### src/rtl/rst_seq_pkg.sv
// rtl/rst_seq_pkg.sv - shared constants and state encoding for the reset sequencer
package rst_seq_pkg;

    localparam int STATE_W = 3;
    localparam int RETRY_W = 2;

    // Defaults at 100 MHz: 20 ms power-on hold, 10 us stage gap, 0.5 s config timeout.
    localparam int DEF_POR_CYCLES       = 2000000;
    localparam int DEF_STAGE_GAP_CYCLES = 1000;
    localparam int DEF_DONE_TIMEOUT     = 50000000;

    typedef enum logic [STATE_W-1:0] {
        ST_WAIT_LOCK = 3'd0,
        ST_POR_WAIT  = 3'd1,
        ST_RELEASE   = 3'd2,
        ST_WAIT_CFG  = 3'd3,
        ST_RUN       = 3'd4,
        ST_FAULT     = 3'd5
    } rst_state_e;

endpackage

### src/rtl/sync_2ff.sv
// rtl/sync_2ff.sv - two-flop synchroniser, async active-low reset to 0
//   clk   : destination clock
//   rst_n : asynchronous active-low reset
//   d     : asynchronous input bits
//   q     : synchronised output bits
module sync_2ff #(
    parameter int WIDTH = 1
) (
    input  logic             clk,
    input  logic             rst_n,
    input  logic [WIDTH-1:0] d,
    output logic [WIDTH-1:0] q
);

    logic [WIDTH-1:0] meta_q;
    logic [WIDTH-1:0] sync_q;

    always_ff @(posedge clk or negedge rst_n) begin
        if (!rst_n) begin
            meta_q <= '0;
            sync_q <= '0;
        end else begin
            meta_q <= d;
            sync_q <= meta_q;
        end
    end

    assign q = sync_q;

endmodule

### src/rtl/rst_sequencer.sv
// rtl/rst_sequencer.sv - staged power-on/reset sequencer with lock qualify, config wait and retry
//   clk_100Mhz   : system clock
//   sys_rst_n    : asynchronous active-low reset
//   locked       : clock-wizard lock (asynchronous)
//   cfg_done     : camera configuration done level (from clk_25Mhz domain)
//   soft_rst     : one-cycle request to restart the sequence
//   domain_rst_n : per-domain active-low resets, released in index order
//   all_ready    : high in RUN
//   fault        : high in FAULT
//   state        : current state encoding
//   retry_cnt    : config timeouts taken in this sequence
module rst_sequencer
    import rst_seq_pkg::*;
#(
    parameter int NUM_DOMAINS      = 4,
    parameter int POR_CYCLES       = DEF_POR_CYCLES,
    parameter int STAGE_GAP_CYCLES = DEF_STAGE_GAP_CYCLES,
    parameter int LOCK_FILTER      = 16,
    parameter int DONE_TIMEOUT     = DEF_DONE_TIMEOUT,
    parameter int MAX_RETRY        = 3,
    parameter int CNT_W            = 32
) (
    input  logic                   clk_100Mhz,
    input  logic                   sys_rst_n,
    input  logic                   locked,
    input  logic                   cfg_done,
    input  logic                   soft_rst,
    output logic [NUM_DOMAINS-1:0] domain_rst_n,
    output logic                   all_ready,
    output logic                   fault,
    output logic [STATE_W-1:0]     state,
    output logic [RETRY_W-1:0]     retry_cnt
);

    localparam int IDX_W  = (NUM_DOMAINS > 1) ? $clog2(NUM_DOMAINS) : 1;
    localparam int FILT_W = $clog2(LOCK_FILTER + 1);

    localparam logic [CNT_W-1:0]   POR_LAST  = CNT_W'(POR_CYCLES - 1);
    localparam logic [CNT_W-1:0]   GAP_LAST  = CNT_W'(STAGE_GAP_CYCLES - 1);
    localparam logic [CNT_W-1:0]   TO_LAST   = CNT_W'(DONE_TIMEOUT - 1);
    localparam logic [IDX_W-1:0]   IDX_LAST  = IDX_W'(NUM_DOMAINS - 1);
    localparam logic [FILT_W-1:0]  FILT_FULL = FILT_W'(LOCK_FILTER);
    localparam logic [RETRY_W-1:0] RETRY_MAX = RETRY_W'(MAX_RETRY);

    logic locked_s;
    logic cfg_done_s;

    sync_2ff #(
        .WIDTH (2)
    ) u_sync (
        .clk   (clk_100Mhz),
        .rst_n (sys_rst_n),
        .d     ({cfg_done, locked}),
        .q     ({cfg_done_s, locked_s})
    );

    // Lock filter: counts consecutive synced-high cycles, saturates at LOCK_FILTER.
    logic [FILT_W-1:0] filt_q;
    logic              lock_ok;

    always_ff @(posedge clk_100Mhz or negedge sys_rst_n) begin
        if (!sys_rst_n) begin
            filt_q <= '0;
        end else if (!locked_s) begin
            filt_q <= '0;
        end else if (filt_q != FILT_FULL) begin
            filt_q <= filt_q + FILT_W'(1);
        end
    end

    assign lock_ok = (filt_q == FILT_FULL);

    rst_state_e             state_q, state_d;
    logic [CNT_W-1:0]       cnt_q, cnt_d;
    logic [IDX_W-1:0]       idx_q, idx_d;
    logic [NUM_DOMAINS-1:0] dom_q, dom_d;
    logic [RETRY_W-1:0]     retry_q, retry_d;
    logic                   all_ready_q, all_ready_d;
    logic                   fault_q, fault_d;
    logic                   lock_watched;

    always_ff @(posedge clk_100Mhz or negedge sys_rst_n) begin
        if (!sys_rst_n) begin
            state_q     <= ST_WAIT_LOCK;
            cnt_q       <= '0;
            idx_q       <= '0;
            dom_q       <= '0;
            retry_q     <= '0;
            all_ready_q <= 1'b0;
            fault_q     <= 1'b0;
        end else begin
            state_q     <= state_d;
            cnt_q       <= cnt_d;
            idx_q       <= idx_d;
            dom_q       <= dom_d;
            retry_q     <= retry_d;
            all_ready_q <= all_ready_d;
            fault_q     <= fault_d;
        end
    end

    // FAULT deliberately ignores lock loss so the fault stays visible.
    assign lock_watched = (state_q == ST_POR_WAIT) || (state_q == ST_RELEASE) ||
                          (state_q == ST_WAIT_CFG) || (state_q == ST_RUN);

    always_comb begin
        state_d = state_q;
        cnt_d   = cnt_q;
        idx_d   = idx_q;
        dom_d   = dom_q;
        retry_d = retry_q;

        if (soft_rst) begin
            state_d = ST_WAIT_LOCK;
            cnt_d   = '0;
            idx_d   = '0;
            dom_d   = '0;
            retry_d = '0;
        end else if (lock_watched && !lock_ok) begin
            state_d = ST_WAIT_LOCK;
            cnt_d   = '0;
            idx_d   = '0;
            dom_d   = '0;
        end else begin
            unique case (state_q)
                ST_WAIT_LOCK: begin
                    cnt_d = '0;
                    idx_d = '0;
                    dom_d = '0;
                    if (lock_ok) begin
                        state_d = ST_POR_WAIT;
                    end
                end
                ST_POR_WAIT: begin
                    if (cnt_q == POR_LAST) begin
                        cnt_d    = '0;
                        idx_d    = '0;
                        dom_d    = '0;
                        // Domain 0 is released on the same edge that enters RELEASE.
                        dom_d[0] = 1'b1;
                        state_d  = ST_RELEASE;
                    end else begin
                        cnt_d = cnt_q + CNT_W'(1);
                    end
                end
                ST_RELEASE: begin
                    if (idx_q == IDX_LAST) begin
                        cnt_d   = '0;
                        state_d = ST_WAIT_CFG;
                    end else if (cnt_q == GAP_LAST) begin
                        cnt_d        = '0;
                        idx_d        = idx_q + IDX_W'(1);
                        dom_d[idx_d] = 1'b1;
                    end else begin
                        cnt_d = cnt_q + CNT_W'(1);
                    end
                end
                ST_WAIT_CFG: begin
                    if (cfg_done_s) begin
                        state_d = ST_RUN;
                    end else if (cnt_q == TO_LAST) begin
                        cnt_d = '0;
                        idx_d = '0;
                        dom_d = '0;
                        if (retry_q < RETRY_MAX) begin
                            retry_d = retry_q + RETRY_W'(1);
                            state_d = ST_POR_WAIT;
                        end else begin
                            state_d = ST_FAULT;
                        end
                    end else begin
                        cnt_d = cnt_q + CNT_W'(1);
                    end
                end
                ST_RUN: begin
                end
                ST_FAULT: begin
                    dom_d = '0;
                end
                default: begin
                    state_d = ST_WAIT_LOCK;
                    cnt_d   = '0;
                    idx_d   = '0;
                    dom_d   = '0;
                end
            endcase
        end

        all_ready_d = (state_d == ST_RUN);
        fault_d     = (state_d == ST_FAULT);
    end

    assign domain_rst_n = dom_q;
    assign all_ready    = all_ready_q;
    assign fault        = fault_q;
    assign state        = state_q;
    assign retry_cnt    = retry_q;

endmodule

### config.mk
export PLATFORM = sky130hd
export DESIGN_NAME = rst_sequencer
export DESIGN_NICKNAME = d
export VERILOG_FILES = /design/src/rtl/rst_seq_pkg.sv /design/src/rtl/sync_2ff.sv /design/src/rtl/rst_sequencer.sv
export SDC_FILE = /design/constraint.sdc
export NUM_CORES = 1
export LEC_CHECK = 0
export ABC_AREA = 1
export ABC_CLOCK_PERIOD_IN_PS = 2200
export BUFFER_PORTS_ARGS = -buffer_cell sky130_fd_sc_hd__buf_4
export CAP_MARGIN = 20
export CELL_PAD_IN_SITES_DETAIL_PLACEMENT = 1
export CELL_PAD_IN_SITES_GLOBAL_PLACEMENT = 1
export CORE_MARGIN = 2
export CORE_UTILIZATION = 45
export DETAILED_ROUTE_END_ITERATION = 10
export PLACE_DENSITY = 0.83
export SKIP_CTS_REPAIR_TIMING = 1
export SLEW_MARGIN = 25
export SYNTH_ARGS = -nofsm -noshare
export SYNTH_HDL_FRONTEND = slang
export SYNTH_HIERARCHICAL = 1
export SYNTH_SLANG_ARGS = --single-unit
### constraint.sdc
create_clock -name clk_100Mhz -period 2.2 [get_ports clk_100Mhz]
set_clock_uncertainty 0.05 [all_clocks]
set_input_delay 0.22 -clock clk_100Mhz [delete_from_list [all_inputs] [get_ports clk_100Mhz]]
set_output_delay 0.22 -clock clk_100Mhz [all_outputs]
set_load 0.02 [all_outputs]
After elaboration in Yosys (flattened, before gate mapping)
Cells that the tools add are included.
W data, S select, Z words.
{"block": "totals", "reg_bits": 54, "latch_bits": 0, "ramBits": 0, "rom_bits": 0, "output_inout_bits": 11, "elab_cells": 99, "n_memories": 0}
{"block": "op_classes", "addsub": 4, "multipliers": 0, "n_div": 0, "magnitude_cmp": 3, "n_eq_ne": 23, "n_shift": 0, "n_mux": 43, "n_bitwise": 1, "n_reduce_logical": 15}
{"op": "$mux W32", "n": 7}
{"op": "$pmux W32 S4", "n": 1}
{"op": "$add A32 B1 Y32 const B", "n": 1}
{"op": "$eq A32 B10 Y1 const B", "n": 1}
{"op": "$eq A32 B21 Y1 const B", "n": 1}
{"op": "$eq A32 B26 Y1 const B", "n": 1}
{"op": "$mux W4", "n": 7}
{"op": "$mux W2", "n": 13}
{"op": "$mux W3", "n": 8}
{"op": "$pmux W4 S4", "n": 1}
{"op": "$pmux W3 S5", "n": 1}
{"op": "$eq A3 B3 Y1 const B", "n": 4}
{"op": "$ne A4 B2 Y1 const B", "n": 3}
{"op": "$reduce_and A6 Y1", "n": 2}
{"op": "$mux W5", "n": 2}
{"op": "$ne A4 B4 Y1 const B", "n": 2}
{"op": "$pmux W2 S4", "n": 1}
{"op": "$eq A3 B2 Y1 const B", "n": 2}
{"op": "$ne A2 B2 Y1 const B", "n": 3}
{"op": "$reduce_bool A2 Y1", "n": 3}
{"op": "$add A5 B1 Y5 const B", "n": 1}
{"op": "$eq A5 B5 Y1 const B", "n": 1}
{"op": "$ne A5 B5 Y1 const B", "n": 1}
{"op": "$reduce_and A5 Y1", "n": 1}
{"op": "17 further kinds", "n": 21}

Longest topological paths before layout
Gate-level depths: netlist (run 1).
{"block": "logic_depth", "word_depth": 11, "depth_mapped": 13}

Cells and area by module
Netlist (run 1), hierarchy kept.
{"mod": "rst_sequencer", "n_inst": 1, "cells_per_inst": 499, "area_per_inst_um2": 3358.2}
{"mod": "sync_2ff", "n_inst": 1, "cells_per_inst": 4, "area_per_inst_um2": 100.1}

Worst setup path before layout (run 1)
OpenSTA, ideal clock, no wires.
{"block": "synth_timing", "kind": "reg-to-reg", "from": "register cnt_q[1]", "to": "register cnt_q[27]", "setup_time_ns": 0.120, "arrival_time_ns": 1.604, "path_slack_ns": 0.426, "path_stages_with_launch": 14, "path_buffers": 1, "path_cell_list": "dfrtp_1 > ha_1 > nand2_1 > nor2_2 > nand2_1 > nor2_1 > nand2_2 > nand2_2 > nand3_4 > nand2_2 > nand2_4 > inv_2 > buf_6 > nor2_1"}
{"block": "synth_via", "elab_chain_len": 6, "elab_cells_between_ends": 12, "cone_classes": "add/sub (1); eq/ne (3); mux (8)"}
{"element": "start, declared", "line_no": "rst_sequencer.sv:74", "rtl": "logic [CNT_W-1:0] cnt_q, cnt_d;"}
{"element": "start signal, assigned", "line_no": "rst_sequencer.sv:93", "rtl": "cnt_q <= cnt_d;"}
{"element": "$add A32 B1 Y32, or another cell as far along", "line_no": "rst_sequencer.sv:143, rst_sequencer.sv:155, rst_sequencer.sv:172"}
{"element": "$mux W32 (on tied branches)", "line_no": "rst_sequencer.sv:161, rst_sequencer.sv:150"}
{"element": "$mux W32 (on tied branches)", "line_no": "rst_sequencer.sv:159, rst_sequencer.sv:147"}
{"element": "$pmux W32 S4 (*)", "line_no": "rst_sequencer.sv:125", "rtl": "unique case (state_q)"}
{"element": "$mux W32 (*)", "line_no": "rst_sequencer.sv:119", "rtl": "end else if (lock_watched && !lock_ok) begin"}
{"element": "$mux W32 (*)", "line_no": "rst_sequencer.sv:113", "rtl": "if (soft_rst) begin"}
Every way passes the cells marked *; elsewhere a longest branch is shown, timed or not. The select of a mux whose other input is x is not followed.
A chain may end at the register's enable or synchronous reset.

Final worst setup path (run 1)
{"block": "layout_timing", "from": "register cnt_q[1]", "to": "register cnt_q[12]"}
Same word-level chain as after synthesis.

==> results of run 1 <==
[placed cells by master, fill, tap and decap left out, drive strengths merged, types with 5 or more instances in the layout]
cell type  netlist  final
clkbuf           0      5
buf              5     33
nor2            93     93
a21oi           12     12
xor2             6      6
ha               9      9
nand3           36     36
inv             75     76
nor3            17     17
o21ai           30     30
dfrtp           54     54
nand4           16     16
nand2          136    136
[metal layers]
layer / global-route usage [%] / part of all wire [%] / vias up
li1: - / - / 1669
met1: 33.79 / 43 / 1700
met2: 47.43 / 51 / 67
met3: 2.547 / 2.6 / 33
met4: 13.01 / 3.6 / 0
met5: 0 / 0 / -
[worst max-delay path: cells and delay by family (launching register included)]
| kind | cells | cell delay (ps) |
|---|---|---|
| buffers and inverters | 1 | 110 |
| DFF | 1 | 380 |
| adders and majority gates | 1 | 170 |
| and+or+nand+nor | 10 | 1220 |
[stage by stage]
step / setup WS (ps) / power [mW] / cells / util [%]
3_3_place_gp: 84.62 / 1.074 / 625 / 51.15
6_report: 170.9 / 1.664 / 641 / 54.16
4_1_cts: -4.388 / 1.670 / 633 / 52.43
5_1_grt: -20.32 / 1.723 / 641 / 54.16
2_1_floorplan: 425.9 / 1.042 / 503 / -
3_5_place_dp: 24.85 / 1.078 / 625 / 51.15
[logic make-up after synthesis]
logic type,Yosys count,share of synthesized area [%]
buffers and inverters,80,9.370
adder cells (fa/ha/maj),9,3.256
AO/OA/AOI/OAI,49,7.526
flip-flops,54,39.07
AND/OR/NAND/NOR,303,38.75
XOR/XNOR,8,2.026
[layout make-up]
cell class / count / area (sq um) / area share (%)
multi-input combinational: 369 / 1833 / 46.17
timing repair buffer: 36 / 277.8 / 6.997
inverter: 75 / 289.0 / 7.280
clock inverter: 3 / 25.02 / 0.6303
sequential: 54 / 1353 / 34.07
clock buffer: 5 / 68.82 / 1.733
tap: 99 / 123.9 / 3.120
[path summary, 6_finish.rpt]
check,from,endpoint,slack (ps),depth (start not counted)
max,cnt_q[1],cnt_q[12],170,12
max in group asynchronous,sys_rst_n,filt_q[0],1140,2
min reg2reg,u_sync/meta_q[1],u_sync/q[1],310,0
min,soft_rst,retry_cnt[1],70,2
max reg2reg,cnt_q[1],cnt_q[12],170,12
min in group asynchronous,sys_rst_n,cnt_q[28],440,2
[flip-flops by register name (all words and copies together), names as in the netlist]
signal         flops
u_sync/q           2
cnt_q             32
domain_rst_n       4
filt_q             5
fault              1
all_ready          1
idx_q              2
state              3
retry_cnt          2
u_sync/meta_q      2
[where the power goes]
group	total (mW)	internal (mW)	switching, mW
Sequential	1.01	1.00	0.00779
Clock	0.601	0.231	0.370
Combinational	0.0555	0.0168	0.0387
==> flow_summary_export.csv, run 1 <==
group,metric,value,unit
run_status,status,"completed",
floorplanning,coreArea,0.007331,sq mm
critical_path,cpPeakStageDelay,380,ps
timing,worst_slew_pin_slew,726.0,ps
clock_tree,cts_made_buffers,5,
timing,setup_tns,0,ps
final_layout,diodes,0,
timing,final-hold-violation-count,0,
drt,drt_wl_total,10.61,mm
clock_tree,htree_num_levels,2,
timing,hold-worst-slack,71.48,ps
critical_path,crit_required,2360,ps
yosys,synth_cell_types,34,
global_routing,antenna_found_initial,0,
final_layout,fin_area,0.003970,sq mm
critical_path,critPathMostFrequentCell,"nand2_2",
critical_path,cp_cell_sequence,"ha_1, nand2_1, nor2_2, nand2_2, nor2_1, nand2_1, nand2_2, nand3_4, nand2_2, nand2_8, inv_8, nor2_1",
drt,route.detailed.drc,0,
floorplanning,die_y,91.67,um
drt,vias,3469,
yosys,ys_warn_count,6,
drt,first_pass_iters,4,
yosys,syn_avg_cell_area,6.875,sq um
critical_path,critPathMaxFanout,12,
yosys,syn_inst,503,
floorplanning,die-area,0.008402,sq mm
power,p_leak,1.872,nW
critical_path,worst_path_max_delay_cell,"dfrtp_1",
final_layout,area_delta_synth_final,14.80,%
placement,gp_congestion,0.9569,
global_routing,grt_usage,27.21,%
clock_tree,clk_pin_slew_worst_paths,110,ps
timing,finalCritPeriodShare,92.23,%
timing,max_freq,492.8,MHz
placement,io_buffers,15,
yosys,syn_nets,517,
drt,wl_per_cell,16.56,um
placement,place_hpwl,8.157,mm
placement,placed_cell_area,0.003750,sq mm
final_layout,fill_cells,976,
timing,rsz0062_at_grt,"yes",
yosys,yosysSeqAreaShare,39.07,%
global_routing,grt.overflow.total,0,
drt,antenna_left,0,
clock_tree,tritoncts,"yes",
job,cap_violations,0,
global_routing,grt_max_degree,55,
drt,via_per_inst,5.412,
clock_tree,clk_latency,320,ps
yosys,synth_edf_count,0,
timing,period_minus_slack,2029,ps
yosys,synth_area,0.003458,sq mm
final_layout,final_nets,555,
floorplanning,die_x,91.67,um
critical_path,path_class,"reg2reg",
timing,setup_viol,0,
critical_path,start_kind,"flip-flop",
yosys,async_reset_ff_share,100.0,%
yosys,synth_ff_type,"dfrtp_1",
timing,maxSlewHeadroom,51.60,%
yosys,synth-seq-cells,54,
global_routing,grt_pass1_wl,18.16,mm
yosys,yosysMostFrequentCell,"nand2_1",
critical_path,critPathArrivalTime,2190,ps
critical_path,crit_path_end_kind,"flip-flop",
global_routing,grt_pass1_vias,3789,
floorplanning,start_util,47.18,%
power,irDropWorstVdd,292.8,uV
drt,dr.first_iter.drc_count,121,
yosys,synth_top_area_share,39.07,%
clock_tree,cts_sinks,54,
yosys,synth_top_area_cell,"dfrtp_1",
clock_tree,cts.path.max_buffers,2,
floorplanning,row_count,31,
clock_tree,cts_root_buf,"clkbuf_8",
yosys,synth_area_leaders,"dfrtp_1 39%, nand2_1 14%, nor2_1 9.2%, inv_1 7.4%, nand3_1 5.1%",
yosys,synth_common_cells,"127 x nand2_1, 85 x nor2_1, 68 x inv_1, 54 x dfrtp_1, 35 x nand3_1",
power,powerDensity,419.2,mW/mm^2
floorplanning,io_pins,16,
hold_path,min_path_type,"in2reg",
timing,drv_slew,0,
final_layout,drive_gt1_share,15.13,%
Power figures use the tool's default switching activity.
==> inputs of run 2 (changes only) <==
PLACE_DENSITY = 0.82   (was 0.83)
SYNTH_HIERARCHICAL = unset   (was 1)
==> run 2 against run 1 <==
Effect of this change:
- first-iteration DRC count rose by 37%
- hold slack got worse by 12 ps
- non-clock buffer count fell by 5
- utilization fell by 1.2 points
- synthesized cell count fell by 7.0%
- routed wire length fell by 5.9%
- critical path type unchanged
- largest cell class unchanged
==> flow_summary_export.csv, run 2 <==
group,metric,value,unit
yosys,synth_top_area_cell,"dfrtp_1",
timing,setup_viol,0,
final_layout,largest_register_ff_count,32,
job,cap_violations,0,
timing,finalCritPeriodShare,93.46,%
critical_path,critPathMaxFanout,12,
global_routing,grt_usage,24.70,%
yosys,yosysSeqAreaShare,39.69,%
placement,gp_congestion,0.9252,
final_layout,layout_common_cells,"100 x nand2_1, 72 x nor2_1, 59 x inv_1, 54 x dfrtp_1, 45 x nand3_1",
yosys,ys_warn_count,0,
drt,route.detailed.drc,0,
timing,final-hold-violation-count,0,
clock_tree,tritoncts,"yes",
floorplanning,start_util,46.69,%
clock_tree,clk_latency,320,ps
power,irDropWorstVdd,267.7,uV
floorplanning,die_y,90.98,um
floorplanning,coreArea,0.007292,sq mm
critical_path,path_class,"reg2reg",
clock_tree,htree_num_levels,2,
timing,drv_slew,0,
run_status,status,"completed",
final_layout,drive_gt1_share,13.57,%
global_routing,grt.overflow.total,0,
timing,final.setup.worst_slack,143.8,ps
floorplanning,die-area,0.008277,sq mm
timing,worst_slew_pin_slew,691.7,ps
final_layout,diodes,0,
placement,placed_cell_area,0.003661,sq mm
yosys,synth_edf_count,0,
drt,drt_wl_total,9.993,mm
critical_path,critPathArrivalTime,2210,ps
clock_tree,cts_sinks,54,
final_layout,final_nets,514,
placement,place_hpwl,7.408,mm
clock_tree,clk_pin_slew_worst_paths,110,ps
yosys,synth_top_area_share,39.69,%
drt,vias,3202,
floorplanning,die_x,90.98,um
final_layout,fin_area,0.003859,sq mm
critical_path,start_kind,"flip-flop",
critical_path,crit_path_end_kind,"flip-flop",
timing,maxSlewHeadroom,53.89,%
clock_tree,cts_root_buf,"clkbuf_8",
yosys,yosysMostFrequentCell,"nand2_1",
yosys,async_reset_ff_share,100.0,%
drt,wl_per_cell,16.66,um
power,finalPower,1.648,mW
hold_path,min_path_type,"in2reg",
drt,first_pass_iters,4,
global_routing,grt_pass1_vias,3424,
final_layout,area_delta_synth_final,13.34,%
yosys,syn_avg_cell_area,7.275,sq um
clock_tree,cts.path.max_buffers,2,
yosys,syn_inst,468,
yosys,synth-seq-cells,54,
drt,dr.first_iter.drc_count,166,
final_layout,top_register,"cnt_q",
drt,antenna_left,0,
placement,dp_slack,13.58,ps
yosys,syn_nets,482,
yosys,synth_area,0.003405,sq mm
clock_tree,cts_made_buffers,5,
floorplanning,row_count,31,
yosys,synth_common_cells,"102 x nand2_1, 73 x nor2_1, 59 x inv_1, 54 x dfrtp_1, 45 x nand3_1",
global_routing,antenna_found_initial,0,
yosys,synth_cell_types,37,
timing,period_minus_slack,2056,ps
power,powerDensity,427.1,mW/mm^2
global_routing,grt_max_degree,55,
timing,max_freq,486.3,MHz
yosys,synth_area_leaders,"dfrtp_1 40%, nand2_1 11%, nor2_1 8.0%, nand3_1 6.6%, inv_1 6.5%",
drt,via_per_inst,5.337,
yosys,synth_ff_type,"dfrtp_1",
placement,io_buffers,15,
power,p_leak,1.825,nW
critical_path,crit_required,2350,ps
final_layout,final_common_cell,"nand2_1",
global_routing,grt_pass1_wl,16.48,mm
floorplanning,io_pins,16,
==> run 2: cell types whose count changed after synthesis, moves of 6 or more <==
cell / before / now
nand2_1: 127 / 102
xor2_1: 6 / 14
o21ai_1: 6 / 0
nor2_1: 85 / 73
nand3_1: 35 / 45
inv_1: 68 / 59
==> run 2: final cells by class <==
cell class / instances / area, sq um
fillers: 969 / 3433
clock buffers: 6 / 72.57
multi-input cells: 344 / 1785
flip-flops and latches: 54 / 1351
inverters: 63 / 251.5
repair inverters: 1 / 16.27
well taps: 99 / 123.9
clock inverters: 2 / 17.52
repair buffers: 31 / 240.2
==> run 2: per-layer routing <==
metal	up-vias	track usage [%]	share of wire, %
met5	-	0	0
met2	55	44.94	51
li1	1553	-	-
met4	0	7.955	2.2
met3	18	3.237	3.6
met1	1576	30.14	43
==> run 2: cell families (layout without fill, tap and decap cells) <==
family / after synthesis / in the layout / share of synthesized area, %
simple gates: 284 / 284 / 38.11
xor+xnor: 17 / 17 / 4.374
flops: 54 / 54 / 39.69
buf+inv: 70 / 103 / 8.930
compound gates: 34 / 34 / 5.586
fa+ha+maj: 9 / 9 / 3.308
==> run 2: worst paths after layout <==
check                            startpoint     endpoint  slack, ps  depth (start not counted)
max                                cnt_q[0]     cnt_q[7]        140                         12
min                                soft_rst     state[0]         60                          2
max reg2reg                        cnt_q[0]     cnt_q[7]        140                         12
min reg2reg                u_sync.meta_q[1]  u_sync.q[1]        310                          0
max in group asynchronous         sys_rst_n    cnt_q[28]       1210                          2
min in group asynchronous         sys_rst_n     cnt_q[1]        430                          2
==> run 2: power by group <==
part | total (mW) | internal [mW] | switching [mW] | leakage (nW)
Sequential | 1.01 | 1.00 | 0.00728 | 0.743
Clock | 0.593 | 0.232 | 0.360 | 0.0458
Combinational | 0.0483 | 0.0152 | 0.0331 | 1.04
==> run 2: worst max-delay path: stages, from the launching register on <==
cell and delay, ps:
dfrtp_1 390, ha_1 180, nand2_1 110, nor2_2 150, nand3_1 140, nor2b_2 210, nand2_2 100, nand2_1 80
nand3_2 130, nand2_4 120, nand2_8 100, clkinv_8 100, nor2_1 50
==> run 2: per-stage QoR <==
stage               util (%)  TNS [ps]  hold slack, ps  instances
floorplan                  -         0          -125.6        468
detailed placement     50.21         0           270.1        586
global route           52.92    -13.21           54.01        600
global placement       50.21         0           262.9        586
finish                 52.92         0           59.27        600
CTS                    51.44    -5.322          -77.03        594
==> inputs of run 3 (changes only) <==
RECOVER_POWER = 100   (was unset)
==> run 3 against run 2 <==
Effect of this change:
- die area unchanged
- power decreased by 0.26%
- worst setup slack got worse by 56 ps
- routed wire length increased by 0.13%
- utilization decreased by 0.79 points
- sequential share of layout area increased by 0.53 points
- via count increased by 0.44%
==> flow_summary_export.csv, run 3 (synthesized netlist as in run 2, its figures left out) <==
group,metric,value,unit
timing,maxSlewHeadroom,9.311,%
drt,via_per_inst,5.360,
critical_path,critPathMostFrequentCell,"nand2_1",
final_layout,layout_common_cells,"100 x nand2_1, 74 x nor2_1, 59 x inv_1, 54 x dfrtp_1, 45 x nand3_1",
timing,drv_slew,0,
critical_path,critPathMaxFanout,3,
power,irDropWorstVdd,266.6,uV
drt,first_pass_iters,4,
clock_tree,cts_root_buf,"clkbuf_8",
hold_path,min_path_type,"in2reg",
timing,hold-worst-slack,71.40,ps
critical_path,cp_cell_sequence,"ha_1, nand2_1, nor2_2, nand3_1, or2_2, nor2_2, nand4_1, nand2_1, nand2_1, nor2_1",
final_layout,final_nets,514,
clock_tree,cts.path.max_buffers,2,
global_routing,grt_pass1_wl,16.48,mm
clock_tree,cts_made_buffers,5,
clock_tree,cts_sinks,54,
timing,final-hold-violation-count,0,
floorplanning,io_pins,16,
critical_path,critPathArrivalTime,2310,ps
floorplanning,die-area,0.008277,sq mm
floorplanning,row_count,31,
power,powerDensity,432.5,mW/mm^2
final_layout,top_register,"cnt_q",
timing,period_minus_slack,2113,ps
timing,setup_tns,0,ps
critical_path,worst_path_max_delay_cell,"dfrtp_1",
final_layout,fin_area,0.003801,sq mm
global_routing,grt_usage,24.70,%
placement,place_hpwl,7.408,mm
critical_path,cpPeakStageDelay,390,ps
drt,vias,3216,
critical_path,path_buf_inv,0,
timing,setup_viol,0,
global_routing,grt_pass1_vias,3424,
global_routing,grt.overflow.total,0,
clock_tree,clk_latency,320,ps
drt,antenna_left,0,
critical_path,crit_path_end_kind,"flip-flop",
global_routing,antenna_found_initial,0,
drt,drt_wl_total,10.01,mm
final_layout,utilization,52.13,%
drt,route.detailed.drc,0,
final_layout,fill_cells,977,
clock_tree,htree_num_levels,2,
clock_tree,tritoncts,"yes",
timing,max_freq,473.3,MHz
timing,final.setup.worst_slack,87.34,ps
placement,io_buffers,15,
global_routing,grt_max_degree,55,
final_layout,largest_register_ff_count,32,
final_layout,final_common_cell,"nand2_1",
run_status,status,"completed",
floorplanning,start_util,46.69,%
drt,dr.first_iter.drc_count,179,
drt,wl_per_cell,16.68,um
critical_path,path_class,"reg2reg",
final_layout,area_delta_synth_final,11.65,%
final_layout,drive_gt1_share,10.78,%
critical_path,cp_top_family,"simple AND/OR/NAND/NOR gates",
floorplanning,die_x,90.98,um
job,cap_violations,0,
clock_tree,clk_pin_slew_worst_paths,110,ps
timing,worst_slew_pin_slew,1360,ps
critical_path,crit_required,2400,ps
timing,finalCritPeriodShare,96.03,%
power,p_leak,1.773,nW
floorplanning,die_y,90.98,um
critical_path,start_kind,"flip-flop",
final_layout,diodes,0,
placement,gp_congestion,0.9252,
placement,dp_slack,13.58,ps
floorplanning,coreArea,0.007292,sq mm
placement,placed_cell_area,0.003661,sq mm
-- run 3: changes by cell type in the layout (fill, tap and decap cells not counted), sizes merged --
cell	delta
clkbuf	+15
buf	-15
-- run 3: worst paths after layout --
kind                            slack [ps]  cells past startpoint     endpoint             start
worst max-delay path                    90                     10    cnt_q[26]          cnt_q[0]
worst min-delay path                    70                      2     state[0]          soft_rst
worst max register to register          90                     10    cnt_q[26]          cnt_q[0]
worst min register to register         310                      0  u_sync.q[1]  u_sync.meta_q[1]
max in group asynchronous              600                      2     cnt_q[4]         sys_rst_n
min in group asynchronous              700                      2    cnt_q[23]         sys_rst_n
-- run 3: through the flow --
stage	std cells	total power [mW]
after floorplan	468	1.040
after global routing	600	1.698
after CTS	594	1.658
after detailed placement	586	1.073
after global placement	586	1.070
final	600	1.644
-- run 3: layout make-up --
class | instances | area, sq um | share of cell area, %
well taps | 99 | 123.9 | 3.259
clock buffers | 6 | 72.57 | 1.909
repair buffers | 31 | 192.7 | 5.069
multi-input cells | 344 | 1775 | 46.71
clock inverters | 2 | 17.52 | 0.4608
inverters | 63 | 251.5 | 6.616
repair inverters | 1 | 16.27 | 0.4279
flip-flops and latches | 54 | 1351 | 35.55
-- run 3: per-layer routing --
| layer | vias up | wire length, um | part of all wire [%] | global-route usage (%) |
|---|---|---|---|---|
| met5 | - | 0 | 0 | 0 |
| met4 | 0 | 214 | 2.1 | 7.955 |
| met3 | 18 | 282 | 2.8 | 3.237 |
| met2 | 63 | 5133 | 51 | 44.94 |
| met1 | 1585 | 4376 | 44 | 30.14 |
| li1 | 1550 | - | - | - |
-- run 3: power by group --
group / leakage, nW / switching (mW) / internal (mW)
Sequential: 0.743 / 0.00724 / 1.00
Clock: 0.0458 / 0.357 / 0.232
Combinational: 0.985 / 0.0332 / 0.0144
Total: 1.77 / 0.397 / 1.25
